===== src/rtl/matrix_mem_ctrl.sv =====
// Memory stage for the coprocessor: owns a byte RAM and serves single-byte
// read/write plus whole-matrix load/store over the wide matrix buses.
module matrix_mem_ctrl #(
   parameter int ADDR_W = 8,
   parameter int DATA_W = 8,
   parameter int MAT_N  = 25
) (
   input  logic                      clk,
   input  logic                      reset,
   input  logic                      start,
   input  logic                      wr,
   input  logic                      mat,
   input  logic [ADDR_W-1:0]         address,
   input  logic [DATA_W-1:0]         data_in,
   input  logic [MAT_N*DATA_W-1:0]   matrix_in,
   output logic [DATA_W-1:0]         data_out,
   output logic [MAT_N*DATA_W-1:0]   matrix_out,
   output logic                      busy,
   output logic                      done
);

   localparam int MW    = MAT_N * DATA_W;
   localparam int CNT_W = $clog2(MAT_N + 1);

   typedef enum logic [2:0] {IDLE, BYTE_RD, BYTE_WR, MAT_LD, MAT_ST, DONE} state_t;

   state_t              state;
   logic [ADDR_W-1:0]   base;
   logic [MW-1:0]       st_reg;
   logic [MW-1:0]       asm_reg;
   logic [CNT_W-1:0]    cnt;
   logic [DATA_W-1:0]   rd_data;
   logic [DATA_W-1:0]   mem [2**ADDR_W];
   logic [ADDR_W-1:0]   ram_addr;
   logic                ram_we;

   // Element offset wraps naturally in the ADDR_W-bit adder.
   assign ram_addr = base + ADDR_W'(cnt);
   assign ram_we   = !reset && ((state == BYTE_WR) || (state == MAT_ST));

   // RAM is never reset; reads are registered and issued every cycle.
   always_ff @(posedge clk) begin
      if (ram_we)
         mem[ram_addr] <= st_reg[DATA_W-1:0];
      rd_data <= mem[ram_addr];
   end

   always_ff @(posedge clk) begin
      if (reset) begin
         state      <= IDLE;
         busy       <= 1'b0;
         done       <= 1'b0;
         data_out   <= '0;
         matrix_out <= '0;
         cnt        <= '0;
      end else begin
         case (state)
            IDLE: begin
               if (start) begin
                  base   <= address;
                  st_reg <= mat ? matrix_in : MW'(data_in);
                  cnt    <= '0;
                  busy   <= 1'b1;
                  if (mat)
                     state <= wr ? MAT_ST : MAT_LD;
                  else
                     state <= wr ? BYTE_WR : BYTE_RD;
               end
            end
            BYTE_WR: begin
               busy  <= 1'b0;
               done  <= 1'b1;
               state <= DONE;
            end
            BYTE_RD: begin
               if (cnt == '0) begin
                  cnt <= CNT_W'(1);
               end else begin
                  data_out <= rd_data;
                  busy     <= 1'b0;
                  done     <= 1'b1;
                  state    <= DONE;
               end
            end
            MAT_ST: begin
               st_reg <= st_reg >> DATA_W;
               if (cnt == CNT_W'(MAT_N - 1)) begin
                  busy  <= 1'b0;
                  done  <= 1'b1;
                  state <= DONE;
               end else begin
                  cnt <= cnt + CNT_W'(1);
               end
            end
            // Read data trails the address by one cycle, so element k lands while k+1 is read.
            MAT_LD: begin
               if (cnt == CNT_W'(MAT_N)) begin
                  matrix_out <= {rd_data, asm_reg[MW-1:DATA_W]};
                  busy       <= 1'b0;
                  done       <= 1'b1;
                  state      <= DONE;
               end else begin
                  cnt <= cnt + CNT_W'(1);
                  if (cnt != '0)
                     asm_reg <= {rd_data, asm_reg[MW-1:DATA_W]};
               end
            end
            DONE: begin
               if (!start) begin
                  done  <= 1'b0;
                  state <= IDLE;
               end
            end
            default: state <= IDLE;
         endcase
      end
   end

endmodule


===== config.mk =====
export PLATFORM = sky130hd
export DESIGN_NAME = matrix_mem_ctrl
export DESIGN_NICKNAME = d
export VERILOG_FILES = /design/src/rtl/matrix_mem_ctrl.sv
export SDC_FILE = /design/constraint.sdc
export NUM_CORES = 2
export LEC_CHECK = 0
export CAP_MARGIN = 20
export CELL_PAD_IN_SITES_DETAIL_PLACEMENT = 2
export CELL_PAD_IN_SITES_GLOBAL_PLACEMENT = 2
export CORE_UTILIZATION = 49
export DETAILED_ROUTE_END_ITERATION = 6
export HOLD_SLACK_MARGIN = 0.06
export PLACE_DENSITY_LB_ADDON = 0.25
export SYNTH_ARGS = -nofsm -noshare
export SYNTH_HDL_FRONTEND = slang
export SYNTH_SLANG_ARGS = --single-unit

===== constraint.sdc =====
create_clock -name clk -period 49.2 [get_ports clk]
set_input_delay 9.84 -clock clk [delete_from_list [all_inputs] [get_ports clk]]
set_output_delay 9.84 -clock clk [all_outputs]
set_load 0.05 [all_outputs]

==> flow_metrics.tcl <==
set metrics [dict create \
    status "finished clean" \
    grt_max_degree 193 \
    multiInputGateArea_sq_mm 0.0231 \
    cts.sinks 2674 \
    drc 0 \
    crit_cells 6 \
    die_x_microns 460 \
    max_freq_ghz 0.0789 \
    cp_max_fo 79 \
    io_buffers 430 \
    cts_tree "done" \
    drive_gt1_share_pct 15.5 \
    p_leak_nw 38.3 \
    period_minus_slack_ns 12.68 \
    initial_utilization_pct 49.5 \
    r2r_end "rd_data[4]" \
    synth_fp_nets 6247 \
    clock_path_buffers 4 \
    cpMaxStageDelayCell "nor2_1" \
    coreArea_sq_mm 0.208 \
    rows 167 \
    cts_buffers 299 \
    pin_count 431 \
    areaGrowthSynthToFinish_pct 15.7 \
    grt-ovfl-total 0 \
    hold_slack_ns 0.446 \
    timing.final.hold_violations 0 \
    place_congestion 0.847 \
    holdCritStartpoint "asm_reg[24]" \
    fin_cells 9487 \
    synth_edf_count 2448 \
    yosysSeqAreaShare_pct 75.8 \
    cp_slowest_stage_delay_ns 0.79 \
    largest_reg_flops 2048 \
    relSlewSlack_pct 12.9 \
    worstRegToRegCells 13 \
    reg2reg_slack_ns 41.32 \
    final_cell_mix "edfxtp_1, nand2_1, mux4_2, clkdlybuf4s50_1, clkbuf_16" \
    fin_area_sq_mm 0.119 \
    cts_setup_buffers 0 \
    place_area_sq_mm 0.110 \
    dp_hpwl_microns 223000 \
    r2r_start "cnt[0]" \
    place_ws_ns 35.64 \
    setup_violations 0 \
    hold_depth 0 \
    skew_ns 0.0732 \
    layout_commonest_cell "edfxtp_1" \
    vias 61700 \
    syn_inst 6016 \
    antenna_found_initial 43 \
    cpLargestDelayFamily "simple AND/OR/NAND/NOR gates" \
    htreeDepth 5 \
    grt_pass1_wl_microns 536000 \
    ant_nets 0 \
    setup_slack_ns 36.52 \
    clockRootBuffer "clkbuf_16" \
    async_flop_share_pct 0 \
    slew_viol_final 0 \
    ys_ff_latch 2674 \
    cp_cell_sequence "buf_6 > or3_1 > nor3b_2 > nand2_1 > buf_4 > nor2_1" \
    period_share_pct 25.8 \
    worst_pin_slew_ns 1.27 \
    clkTransAtPathRegs_ns 0.06 \
    hold_end "asm_reg[16]" \
    avgRoutedWirePerCell_microns 40.7 \
    synth_cell_types 76 \
    drt_iter0_markers 7889 \
    crit_buf_inv 2 \
    drt-vias-per-instance 6.50 \
    critPathArrivalTime_ns 13.23 \
    layout.nets 6695 \
    yosysWarnings 0 \
    critPathKind "in -> reg" \
    critPathLaunchType "input pin" \
    regArea_sq_mm 0.0780 \
    holdCritPathClass "reg -> reg" \
    cts_hold_buffers 0 \
    cts-resized-gates 0 \
    drt-total-wl_microns 386000 \
    grt_util_all_layers_pct 36.3 \
    synth_area_sq_mm 0.103 \
    synth_flop_cell "edfxtp_1" \
    syn_avg_cell_area_sq_um 17.1 \
    drt_pass1_iterations 6 \
    clk_latency_ns 0.97 \
    required_ns 49.75 \
    end_kind "flip-flop" \
    power_density_mw_per_mm2 52.2 \
    die_h_microns 460 \
    max_cap_violations 0 \
    dp_cells 8947 \
    dieArea_sq_mm 0.212 \
    rsz0062_at_grt "no" \
    setup_tns_ns 0 \
    ir_worst_vdd_uv 40.0 \
    grt_pass1_vias 65300 \
    fill_cells 17600 \
]
-- metrics by stage --
step | power (mW) | util, %
2_1_floorplan | 3.55 | -
3_3_place_gp | 3.92 | 52.9
3_5_place_dp | 4.00 | 52.9
4_1_cts | 6.21 | 57.2
5_1_grt | 6.34 | 57.3
6_report | 6.22 | 57.3
-- cells by family after synthesis --
family,synth area share [%]
compound gates,2.29
fa+ha+maj,0.129
xor+xnor,0.112
simple gates,7.99
mux,11.8
buf+inv,1.80
flops,75.8
-- metal layers --
layer  wire length [microns]  global-route usage (%)  vias up  share of wire [%]
met5                     203                       0        -              0.053
met2                  190000                    59.9     3761                 49
met1                  143000                    46.6    33000                 37
li1                        -                       -    24100                  -
met3                   34800                    7.99      902                9.0
met4                   18000                    15.6       30                4.6
-- where the power goes --
group	total (mW)	internal, mW	switching [mW]
registers	2.62	2.60	0.0233
logic	1.39	0.497	0.892
clock network	2.21	1.24	0.969
-- worst max path at each step --
stage,startpoint,to,slack (ns)
2_1_floorplan,reset,asm_reg[100],25.02
4_1_cts,reset,mem[100][0],36.60
6_report,reset,mem[109][4],36.52
3_5_place_dp,reset,mem[36][6],35.64
5_1_grt,reset,mem[100][4],36.50
3_3_place_gp,reset,asm_reg[79],35.89
-- cell usage after synthesis (3+ instances only) --
cell type	number	area share, %
nor4_1	4	0.024
buf_1	44	0.16
nand2b_1	5	0.030
o32ai_1	3	0.026
nand3_1	295	1.4
nand4_1	6	0.036
inv_1	4	0.015
a311oi_1	49	0.42
edfxtp_1	2448	71
nor2_1	285	1.0
a32o_1	12	0.12
o31ai_1	5	0.036
nor3_1	11	0.054
mux4_1	3	0.077
a31oi_1	44	0.27
nor2b_1	4	0.024
o21ai_0	20	0.097
nor2_2	3	0.018
o21ai_1	3	0.015
a21oi_1	222	1.1
mux2i_1	40	0.39
buf_2	85	0.41
and3_1	77	0.47
mux4_2	519	11
a21o_1	3	0.022
or3_1	10	0.061
xnor2_1	5	0.043
o211a_1	3	0.029
buf_6	9	0.098
and2_1	4	0.024
clkbuf_1	205	0.75
nor3b_1	3	0.022
xor2_1	5	0.043
nand2_1	1251	4.6
dfxtp_1	226	4.4
buf_4	49	0.36
ha_1	9	0.11
-- area by class of cell --
type                       count  share of cell area, %
inverter                       5                 0.0158
multi-input combinational   2944                   19.4
timing repair buffer         540                   4.46
clock inverter               112                  0.797
clock buffer                 398                   6.77
antenna                       26                 0.0546
sequential                  2674                   65.5
tap                         2788                   2.93
Note: power is estimated with default switching activity, not from simulation.
